File: src/rtl/present80_core.sv
// rtl/present80_core.sv - iterative PRESENT-80 block cipher, one round per clock
//
// Ports:
//   clk        rising-edge clock
//   rst        synchronous active-high reset
//   abort      (only with PRESENT80_ABORT_EN) cancel a running encryption
//   start      request encryption of key/plaintext (ignored while busy)
//   key        80-bit cipher key
//   plaintext  64-bit input block
//   busy       encryption in progress
//   done       one-cycle completion pulse
//   ciphertext 64-bit result, held until the next completion or reset
//
// Optional feature macro: PRESENT80_ABORT_EN adds the abort input.

module present80_core #(
  parameter int ROUNDS = 31
) (
  input  logic        clk,
  input  logic        rst,
`ifdef PRESENT80_ABORT_EN
  input  logic        abort,
`endif
  input  logic        start,
  input  logic [79:0] key,
  input  logic [63:0] plaintext,
  output logic        busy,
  output logic        done,
  output logic [63:0] ciphertext
);

  typedef enum logic {IDLE = 1'b0, RUN = 1'b1} fsm_t;

  localparam logic [4:0] LAST_RC = 5'(ROUNDS);

  fsm_t        fsm, fsm_nxt;
  logic [63:0] state;
  logic [79:0] keyreg;
  logic [4:0]  rc;

  logic        abort_req;
  logic        accept;
  logic        round_en;
  logic        last_round;

  logic [63:0] s_in, s_out, p_out;
  logic [79:0] key_rot, key_nxt;

`ifdef PRESENT80_ABORT_EN
  assign abort_req = abort;
`else
  assign abort_req = 1'b0;
`endif

  function automatic logic [3:0] sbox(input logic [3:0] x);
    case (x)
      4'h0: sbox = 4'hC;
      4'h1: sbox = 4'h5;
      4'h2: sbox = 4'h6;
      4'h3: sbox = 4'hB;
      4'h4: sbox = 4'h9;
      4'h5: sbox = 4'h0;
      4'h6: sbox = 4'hA;
      4'h7: sbox = 4'hD;
      4'h8: sbox = 4'h3;
      4'h9: sbox = 4'hE;
      4'hA: sbox = 4'hF;
      4'hB: sbox = 4'h8;
      4'hC: sbox = 4'h4;
      4'hD: sbox = 4'h7;
      4'hE: sbox = 4'h1;
      default: sbox = 4'h2;
    endcase
  endfunction

  // Round datapath: add round key, substitution layer, bit permutation.
  always_comb begin
    s_in  = state ^ keyreg[79:16];
    s_out = '0;
    p_out = '0;
    for (int i = 0; i < 16; i++) begin
      s_out[4*i +: 4] = sbox(s_in[4*i +: 4]);
    end
    for (int i = 0; i < 63; i++) begin
      p_out[(16*i) % 63] = s_out[i];
    end
    p_out[63] = s_out[63];
  end

  // Key schedule: rotate left by 61 (same as right by 19), S-box on the top
  // nibble, then fold the round counter into bits 19:15.
  always_comb begin
    key_rot           = {keyreg[18:0], keyreg[79:19]};
    key_nxt           = key_rot;
    key_nxt[79:76]    = sbox(key_rot[79:76]);
    key_nxt[19:15]    = key_rot[19:15] ^ rc;
  end

  // FSM state register
  always_ff @(posedge clk) begin
    if (rst) fsm <= IDLE;
    else     fsm <= fsm_nxt;
  end

  // FSM next-state logic; abort wins over completion on the final round
  always_comb begin
    fsm_nxt = fsm;
    case (fsm)
      IDLE: if (start) fsm_nxt = RUN;
      RUN:  if (abort_req || (rc == LAST_RC)) fsm_nxt = IDLE;
      default: fsm_nxt = IDLE;
    endcase
  end

  // FSM outputs
  always_comb begin
    busy       = (fsm == RUN);
    accept     = (fsm == IDLE) && start;
    round_en   = (fsm == RUN) && !abort_req;
    last_round = round_en && (rc == LAST_RC);
  end

  // Datapath registers; the last round also applies the final whitening key.
  always_ff @(posedge clk) begin
    if (rst) begin
      state      <= '0;
      keyreg     <= '0;
      rc         <= '0;
      done       <= 1'b0;
      ciphertext <= '0;
    end else begin
      done <= 1'b0;
      if (accept) begin
        state  <= plaintext;
        keyreg <= key;
        rc     <= 5'd1;
      end else if (round_en) begin
        state  <= p_out;
        keyreg <= key_nxt;
        if (last_round) begin
          ciphertext <= p_out ^ key_nxt[79:16];
          done       <= 1'b1;
        end else begin
          rc <= rc + 5'd1;
        end
      end
    end
  end

endmodule

File: config.mk
export PLATFORM = sky130hd
export DESIGN_NAME = present80_core
export DESIGN_NICKNAME = d
export VERILOG_FILES = /design/src/rtl/present80_core.sv
export SDC_FILE = /design/constraint.sdc
export NUM_CORES = 1
export LEC_CHECK = 0
export CORE_ASPECT_RATIO = 0.5
export CORE_MARGIN = 5
export CORE_UTILIZATION = 49
export DETAILED_ROUTE_END_ITERATION = 8
export PLACE_DENSITY_LB_ADDON = 0.08
export SLEW_MARGIN = 20
export SYNTH_ARGS = -nofsm -noshare
export SYNTH_HDL_FRONTEND = slang
export SYNTH_SLANG_ARGS = --single-unit
export TNS_END_PERCENT = 20
File: constraint.sdc
create_clock -name clk -period 2.1 [get_ports clk]
set_clock_uncertainty 0.1 [all_clocks]
set_input_delay 0.21 -clock clk [delete_from_list [all_inputs] [get_ports clk]]
set_output_delay 0.21 -clock clk [all_outputs]
set_load 0.01 [all_outputs]
==> flow_summary.json, run 1 <==
{
  "status": "finished clean",
  "antenna_found_initial": 1,
  "synthArstFlopShare_pct": 0,
  "ir_drop_uv": 517.5,
  "syn-cell-area_um2": 13070,
  "hp-class": "in -> reg",
  "switchingPower_mw": 4.787,
  "drt_iter0_drc": 1082,
  "yosysTopAreaCell": "dfxtp_1",
  "required_ps": 2470,
  "drtAntennaViolNets": 0,
  "via_per_inst": 5.576,
  "pwr-share-clk_pct": 30.3,
  "ios": 213,
  "die_width_um": 240.9,
  "drive_gt1_share_pct": 17.60,
  "synth-edff-count": 0,
  "reg2reg_slack_ps": 10,
  "post-synth-top-count-cell": "dfxtp_1",
  "clockBufferDepth": 3,
  "worstHoldPathCells": 3,
  "die_h_um": 125.5,
  "grt.overflow.total": 0,
  "hold_end": "state[39]",
  "clk_pin_slew_ps": 70,
  "root_buffer": "clkbuf_16",
  "post_synth.cell_area_avg_um2": 8.968,
  "tns_ps": 0,
  "grt.total_usage_pct": 28.58,
  "setup_viol": 0,
  "fin_crit_ps": 2087,
  "core_area_um2": 26330,
  "dp_hpwl_mm": 34.16,
  "fmax_ghz": 0.4792,
  "nets": 1988,
  "place_ws_ps": -89.93,
  "seq_area_frac_synth_pct": 33.55,
  "intPower_mw": 9.464,
  "min_from": "plaintext[39]",
  "syn_inst": 1457,
  "maxCapViolCount": 0,
  "crit_path_start_kind": "register",
  "setup_ws_ps": 13.15,
  "cts_tree": "built",
  "synthToLayoutAreaGrowth_pct": 35.05,
  "ys.flop_type": "dfxtp_1",
  "wl_mm": 45.25,
  "synthTopCellsByCount": "dfxtp_1, nor2_1, mux2i_1, a21oi_1, a211oi_1",
  "routedWlPerCell_um": 21.36,
  "cts_sinks": 219,
  "crit_slowest_cell": "a21oi_1",
  "fin_util_pct": 67.02,
  "synth_cell_type_count": 39,
  "num_rows": 42,
  "slew_headroom_pct": 48.37,
  "grt_pass1_wl_mm": 67.10,
  "cpPeakStageDelay_ps": 510,
  "criticalPathCategory": "reg -> reg",
  "synth_nets": 1691,
  "end_kind": "register",
  "routabilityCongestion": 0.9376,
  "reg2reg_from": "keyreg[53]",
  "power_frac_comb_pct": 36.5,
  "rsz0062_at_grt": "true",
  "cts-buffers-inserted": 22,
  "h-tree-depth": 1,
  "yosys_warnings": 0,
  "r2r_cells": 8,
  "grt_pass1_vias": 11390,
  "antenna_cells": 0,
  "hold_viol": 0,
  "io_buffers": 212,
  "crit_fanout": 3,
  "worst_pin_slew_ps": 774.5,
  "worstPathCellList": "xnor2_2 -> inv_1 -> ha_1 -> mux2i_1 -> a21oi_1 -> buf_4 -> nand4b_1 -> nand3_1",
  "fin_cells": 2119,
  "critPathArrivalTime_ps": 2460,
  "crit_family": "compound AO/OA/AOI/OAI gates",
  "r2r_end": "ciphertext[57]",
  "synth_area_leaders": "dfxtp_1, mux2i_1, ha_1",
  "leakagePower_nw": 7.359,
  "ys_ff_latch": 219,
  "start_util_pct": 49.63,
  "die-area_um2": 30230,
  "detail_route.first_pass.iterations": 6,
  "power-per-cell-area_nw_per_um2": 807.6,
  "vias": 11820,
  "drv_slew": 0,
  "seqPwrFrac_pct": 33.2,
  "worst-path-buf-inv": 2,
  "dp_cells": 2076,
  "p_sw_share_pct": 33.59,
  "grt_max_degree": 120,
  "yosysTopAreaCellShare_pct": 33.55,
  "drc": 0,
  "clk_latency_ps": 530,
  "fin_crit_sh_pct": 99.37
}
[sequential cells by signal, indices dropped and copies added (netlist names)]
signal	flops
ciphertext	64
busy	1
key_nxt	4
done	1
rc	5
keyreg	80
state	64
[layer usage]
metal  vias to the layer above  wire [µm]  GRT usage, %
li1                       5625          -             -
met1                      5707      20430         41.32
met2                       411      19600         42.41
met3                        71       3937         7.679
met4                         2       1270         7.292
met5                         -         13             0
[kinds of logic after synthesis]
logic type | after synthesis | share of synthesized area (%)
AOI/OAI and AO/OA | 277 | 13.40
xor gates and xnor gates | 130 | 10.15
adders and majority gates | 87 | 8.331
buffers and inverters | 156 | 4.616
DFF | 219 | 33.55
muxes | 175 | 15.09
and+or+nand+nor | 413 | 14.86
[cell type report]
| class | count | area (µm²) |
|---|---|---|
| clock inverter | 6 | 107.6 |
| timing repair buffer | 370 | 3437 |
| fill | 2095 | 8682 |
| clock buffer | 31 | 665.6 |
| sequential | 219 | 4398 |
| multi-input combinational | 1082 | 8376 |
| inverter | 59 | 221.5 |
| tap | 352 | 440.4 |
[cells in the final DEF (no fill, tap or decap), drive strengths merged, types with 2 or more instances in the layout]
master	count
buf	156
clkdlybuf4s50	209
nand2	59
mux2	3
inv	59
bufinv	3
nor2b	49
nor3	16
nand3	16
dfxtp	219
mux2i	155
nor3b	3
clkbuf	32
nand3b	16
nand4b	16
ha	87
dlygate4sd3	2
mux4	17
a211oi	134
a21oi	135
or4	16
a22oi	2
xnor2	87
xor2	43
nor2	217
clkinv	2
[through the flow]
step / instance area, µm² / power (mW) / hold WS, ps
final: 17650 / 14.25 / 247.8
after global routing: 17650 / 14.89 / 256.6
after CTS: 17320 / 14.05 / 236.5
after detailed placement: 16480 / 9.698 / 345.2
after global placement: 16480 / 9.539 / 339.6
after floorplan: 13070 / 7.604 / 346.0
[tightest hold or removal path, cell delays in order]
cell	delay, ps
clkdlybuf4s50_1	400
mux2i_1	130
a211oi_1	80
[timing repair]
action | 4_1_cts | 5_1_grt
pin swaps | 0 | 13
hold buffers | 2 | 0
gates resized for setup | 4 | 57
gates cloned | 1 | 0
setup endpoints to repair | 2 | 78
hold endpoints to repair | 19 | 0
buffers inserted | 0 | 3
[power groups by stage]
stage	Sequential [mW]	Combinational, mW	Clock, mW
6_report	4.73	5.20	4.32
3_3_place_gp	4.77	4.77	0
3_5_place_dp	4.78	4.92	0
5_1_grt	4.76	5.58	4.55
2_1_floorplan	4.72	2.88	0
4_1_cts	4.69	4.98	4.38
[worst max path at each step]
stage,startpoint,to,slack (ps),cells past startpoint
detailed placement,key[16],key_nxt[78],-90,8
finish,keyreg[53],ciphertext[57],10,8
CTS,keyreg[34],key_nxt[78],7,7
floorplan,busy,key_nxt[78],10,8
global placement,key[16],key_nxt[78],-50,8
global route,state[25],ciphertext[6],-50,8
Power figures use the tool's default switching activity.
==> run 2, diff against run 1 <==
--- a/config.mk
+++ b/config.mk
@@ -8,7 +8,9 @@
 export CORE_ASPECT_RATIO = 0.5
 export CORE_MARGIN = 5
 export CORE_UTILIZATION = 49
+export CTS_CLUSTER_DIAMETER = 60
 export DETAILED_ROUTE_END_ITERATION = 8
+export GPL_TIMING_DRIVEN = 1
 export PLACE_DENSITY_LB_ADDON = 0.08
 export SLEW_MARGIN = 20
 export SYNTH_ARGS = -nofsm -noshare
==> results of run 2 <==
Final layout, timing and power as in run 1 (identical DEF).
==> patch 1, RTL diff (settings of run 1) <==
Register the output `ciphertext` once more; this adds one clock of latency there. The other outputs are not delayed to match.
--- a/src/rtl/present80_core.sv
+++ b/src/rtl/present80_core.sv
@@ -32,6 +32,8 @@
   typedef enum logic {IDLE = 1'b0, RUN = 1'b1} fsm_t;
 
   localparam logic [4:0] LAST_RC = 5'(ROUNDS);
+
+  logic [63:0] ciphertext_s0;
 
   fsm_t        fsm, fsm_nxt;
   logic [63:0] state;
@@ -127,7 +129,7 @@
       keyreg     <= '0;
       rc         <= '0;
       done       <= 1'b0;
-      ciphertext <= '0;
+      ciphertext_s0 <= '0;
     end else begin
       done <= 1'b0;
       if (accept) begin
@@ -138,7 +140,7 @@
         state  <= p_out;
         keyreg <= key_nxt;
         if (last_round) begin
-          ciphertext <= p_out ^ key_nxt[79:16];
+          ciphertext_s0 <= p_out ^ key_nxt[79:16];
           done       <= 1'b1;
         end else begin
           rc <= rc + 5'd1;
@@ -147,5 +149,9 @@
     end
   end
 
+  always_ff @(posedge clk) begin
+    ciphertext <= ciphertext_s0;
+  end
+
 endmodule
 
Function: same outputs for any inputs over 10 cycles, from zero or initial values and one cycle with rst high; that may be too few to reach the edited logic, so the function may still have changed.
==> patch 1 against run 1 <==
  * Power rose by 14%
  * Critical path depth rose by 1
  * Critical path type unchanged
  * Sequential cell count rose by 64
  * Setup slack improved by 0.023 ns
  * Non-clock buffer count rose by 6
  * Cell area rose by 8.6%
  * Area after synthesis rose by 9.3%
  * Routed wire length rose by 7.7%
==> patch 1: results (changes against run 1) <==
Global routing
  • Largest net degree at the start of global routing: 125 (+4.2%)
  • Initial antenna violation count: 3 (+2)
  • Number of global-route vias before repair: 11.91k (+4.6%)
  • First-pass GRT wire length: 71.51 mm (+6.6%)
  • Total global-route track usage: 0.2865 (+0.0007275)

Power
  • Comb pwr: 5.38 mW (+3%)
  • VDD IR max: 670.1 uV (+29%)
  • Lkg Pwr: 7.903 nW (+7.4%)
  • Seq pwr: 5.94 mW (+26%)
  • Sw Ratio: 0.3274 (-0.008486)

Worst setup path
  • Crit-path slowest cell: mux4_2
  • CP Data Arrival Time: 2.44 ns (-0.02 ns)

Yosys
  • Commonest cells in the netlist: 283 x dfxtp_1, 210 x nor2_1, 151 x mux2i_1, 137 x a21oi_1, 135 x a211oi_1
  • Syn Nets: 1753 (+3.7%)
  • Ys Warns: 0 (unchanged)
  • Ranking of synthesized cells by area: dfxtp_1 40%, mux2i_1 11%, ha_1 7.6%, a211oi_1 7.1%, nor2_1 5.5%
  • Seq/Total Area, Yosys: 0.3966 (+0.06110)

CTS
  • CTS buffer count: 27 (+23%)
  • Skew-Pair Late Insertion Delay: 0.56 ns (+0.03 ns)

Placed design
  • Post-detail-place hpwl: 37.18 mm (+8.8%)
  • Routability cong.: 0.9406 (+0.32%)

Routing
  • Total detailed-routing wirelength: 48.75 mm (+7.7%)
  • Initial drt markers: 1230 (+14%)
  • 1st-pass router iterations: 5 (-1)

Outcome
  • Status: complete, no violations

Layout
  • Fillers: 2380 (+14%)
  • Net count reported at finish: 2061 (+3.7%)
  • Layout cells sized above 1: 0.1708 (-0.005180)
==> patch 1: path summary, 6_finish.rpt <==
path,from,to,slack (ns),depth (start not counted)
setup / recovery,keyreg[68],ciphertext_s0[29],0.04,9
hold / removal,start,keyreg[16],0.13,4
setup reg to reg,keyreg[68],ciphertext_s0[29],0.04,9
hold reg to reg,ciphertext_s0[26],ciphertext[26],0.25,0
==> patch 1: timing repair <==
| item | CTS | global route |
|---|---|---|
| hold buffers | 1 | 0 |
| pin swaps | 1 | 13 |
| buffers inserted | 2 | 2 |
| endpoints found under the hold margin | 23 | 0 |
| resized for setup | 7 | 72 |
| endpoints found under the setup margin | 9 | 60 |
==> patch 1: cell type report <==
cell class,instances,area [sq um],area share
antenna,1,2.502,0.0001306
clock buffer,35,745.7,0.03893
clock inverter,11,120.1,0.006271
inverter,58,217.7,0.01137
multi-input combinational,1081,8401,0.4386
sequential,283,5689,0.2970
tap,391,489.2,0.02554
timing repair buffer,376,3490,0.1822
==> patch 1: per-stage QoR <==
step	cells	power [mW]	setup TNS (ns)
5_1_grt	2236	16.96	-0.3063
2_1_floorplan	1519	8.815	0
3_3_place_gp	2184	10.90	0
3_5_place_dp	2184	11.06	-0.3068
4_1_cts	2233	15.98	-0.01384
6_report	2236	16.25	0
==> patch 1: logic make-up after synthesis <==
family          share of synthesized area
compound gates                     0.1243
buf+inv                           0.04213
simple gates                       0.1359
flops                              0.3966
mux                                0.1352
xor+xnor                          0.08970
fa+ha+maj                         0.07621
==> patch 1: metal layers <==
layer	GRT usage	wire length [um]	vias to the layer above
met1	0.3943	21510	5991
li1	-	-	5853
met3	0.08287	4427	80
met2	0.4442	21290	435
met4	0.08304	1491	4
met5	0	27	-
==> patch 2, RTL diff (config.mk and constraints of run 1) <==
Without the edit above. Add a define of `PRESENT80_ABORT_EN`.
--- a/src/rtl/present80_core.sv
+++ b/src/rtl/present80_core.sv
@@ -12,6 +12,8 @@
 //   ciphertext 64-bit result, held until the next completion or reset
 //
 // Optional feature macro: PRESENT80_ABORT_EN adds the abort input.
+
+`define PRESENT80_ABORT_EN
 
 module present80_core #(
   parameter int ROUNDS = 31
Interface: changed (added abort); port bits go from 213 to 214. No check against the original RTL was run, so the function may have changed too.
==> patch 2 against run 1 <==
  * Die area is 5.6% lower
  * Cell area is 2.9% lower
  * Largest power group is now registers
  * Non-clock buffer count is 13 higher
  * Power is 8.1% lower
  * Critical path depth is 1 lower
  * Sequential cell count stayed put
  * Routed wire length hardly changed
  * Area after synthesis is 5.9% lower
  * Highest routed layer is now met4
  * Setup slack worse by 0.012 ns
==> patch 2: results (changes against run 1) <==
Outcome
  • Status: complete, no violations

Worst setup path
  • Crit-path slowest cell: dfxtp_1
  • Worst path top cell family by delay: adder cells
  • Slowest Stage Delay on Critical Path: 0.38 ns (-0.13 ns)
  • Worst-path fanout max: 5 (+2)
  • CP Data Arrival Time: 2.44 ns (-0.02 ns)

Yosys
  • Ranking of synthesized cells by area: dfxtp_1 36%, ha_1 8.9%, a22oi_1 7.4%, a21oi_1 6.4%, xnor2_1 5.3%
  • Seq/Total Area, Yosys: 0.3567 (+0.02118)
  • Ys Warns: 0 (unchanged)
  • Post-Syn Area per Cell: 8.913 sq um (-0.62%)
  • Synth Area in Adders: 0.08857 (+0.005258)
  • Commonest cells in the netlist: 219 x dfxtp_1, 160 x nand2_1, 158 x a21oi_1, 121 x a22oi_1, 92 x nor2_1
  • Compound-cell area share of the yosys netlist: 0.1814 (+0.04745)
  • Multiplexer share of the synthesized area: 0.08602 (-0.06489)
  • Syn Nets: 1614 (-4.6%)
  • Post-synth cell types: 42 (+7.7%)
  • Synth async-reset ratio: 0 (unchanged)
  • Post-synthesis xor/xnor area fraction: 0.1042 (+0.002742)

CTS
  • CTS Buffer Depth: 3 (unchanged)
  • Clk root buf: clkbuf_16
  • H-tree depth: 1 (unchanged)
  • Skew-Pair Late Insertion Delay: 0.53 ns (about the same)
  • Clock transition at path regs: 0.07 ns (about the same)
  • CTS buffer count: 21 (-4.5%)

Global routing
  • First-pass GRT wire length: 65.93 mm (-1.7%)
  • Number of global-route vias before repair: 11.37k (-0.18%)
  • Total global-route track usage: 0.3042 (+0.01841)
  • Largest net degree at the start of global routing: 129 (+7.5%)
  • Initial antenna violation count: 0 (-1)

Routing
  • 1st-pass router iterations: 5 (-1)
  • Via count: 11.69k (-1.1%)
  • Initial drt markers: 1105 (+2.1%)
  • Total detailed-routing wirelength: 45.26 mm (about the same)

Placed design
  • Placed inst area: 15870 sq um (-3.7%)
  • Post-detail-place hpwl: 34.05 mm (-0.34%)
  • PortBufs: 213 (+0.47%)
  • Placed Instances: 2007 (-3.3%)
  • Routability cong.: 0.9270 (-1.1%)

Power
  • VDD IR max: 493.4 uV (-4.7%)
  • Lkg Pwr: 6.797 nW (-7.6%)

Layout
  • Registers with the most flip-flops: keyreg: 80 flops, ciphertext: 64 flops, state: 64 flops
  • Fillers: 2017 (-3.7%)
  • Ant diodes: 0 (unchanged)
  • Layout Cells excl Fill: 2051 (-3.2%)
  • Layout cells sized above 1: 0.1892 (+0.01322)
  • Net count reported at finish: 1928 (-3.0%)

Hold path
  • Min-Delay Path Class: in -> reg

STA
  • Relative slew slack: 0.5311 (+0.04741)
## patch 2: cell types whose count changed after synthesis, moves of 12 or more
cell | before | now
nor2_1 | 217 | 92
a22oi_1 | 2 | 121
a211oi_1 | 132 | 20
nand2_1 | 59 | 160
mux2i_1 | 154 | 64
nor2b_1 | 49 | 13
a21oi_1 | 135 | 158
a221oi_1 | 0 | 23
inv_1 | 45 | 61
inv_2 | 14 | 0
o21ai_0 | 1 | 13
## patch 2: kinds of logic after synthesis
family / after synthesis
simple gates: 360
compound gates: 348
flops: 219
buf+inv: 153
xor+xnor: 130
fa+ha+maj: 87
mux: 82
## patch 2: layer usage
metal / vias up / global-route usage / wire [um]
met4: 0 / 0.05130 / 697
met1: 5720 / 0.4233 / 19490
met5: - / 0 / 0
met2: 470 / 0.4684 / 20160
li1: 5444 / - / -
met3: 53 / 0.1036 / 4907
## patch 2: stage by stage
step            TNS, ns  hold slack, ns  setup slack [ns]  power [mW]
2_1_floorplan         0          0.2647          0.006077       6.946
3_3_place_gp     -1.790          0.3427           -0.2013       8.677
3_5_place_dp     -6.915          0.3493           -0.2945       8.811
4_1_cts        -0.03109          0.2070          -0.02605       12.81
5_1_grt         -0.5206          0.2245          -0.07630       13.66
6_report              0          0.2119          0.001309       13.09
## patch 2: cell type report
class	count	area [sq um]	area share
clock buffers	27	588.1	0.03431
inverters	61	229.0	0.01336
clock inverters	10	108.9	0.006351
well taps	344	430.4	0.02511
repair buffers	383	3558	0.2076
flip-flops and latches	219	4414	0.2576
multi-input cells	1007	7810	0.4557
## patch 2: final timing paths
check / from / cells after the start / to / slack, ns
setup reg to reg: state[56] / 7 / ciphertext[14] / 0.001
hold reg to reg: ciphertext[21] / 2 / ciphertext[21] / 0.35
setup / recovery: state[56] / 7 / ciphertext[14] / 0.001
hold / removal: plaintext[7] / 3 / state[7] / 0.21
## patch 2: report_power, final
part           total, mW  internal (mW)  leakage, nW  switching, mW
combinational       4.45           2.08         4.66           2.37
clock               3.98           2.23        0.343           1.75
sequential          4.65           4.39         1.80          0.263
total               13.1           8.71         6.80           4.39
## patch 2: tightest hold or removal path: stages
cell and delay [ns]:
clkdlybuf4s50_1 0.45, a221oi_1 0.07, nor2_1 0.07
## patch 2: timing repair
| action | CTS | global route |
|---|---|---|
| hold buffers | 3 | 0 |
| setup endpoints to repair | 19 | 79 |
| pin swaps | 0 | 19 |
| hold endpoints to repair | 15 | 0 |
| gates resized for setup | 23 | 75 |
| buffers inserted | 0 | 4 |
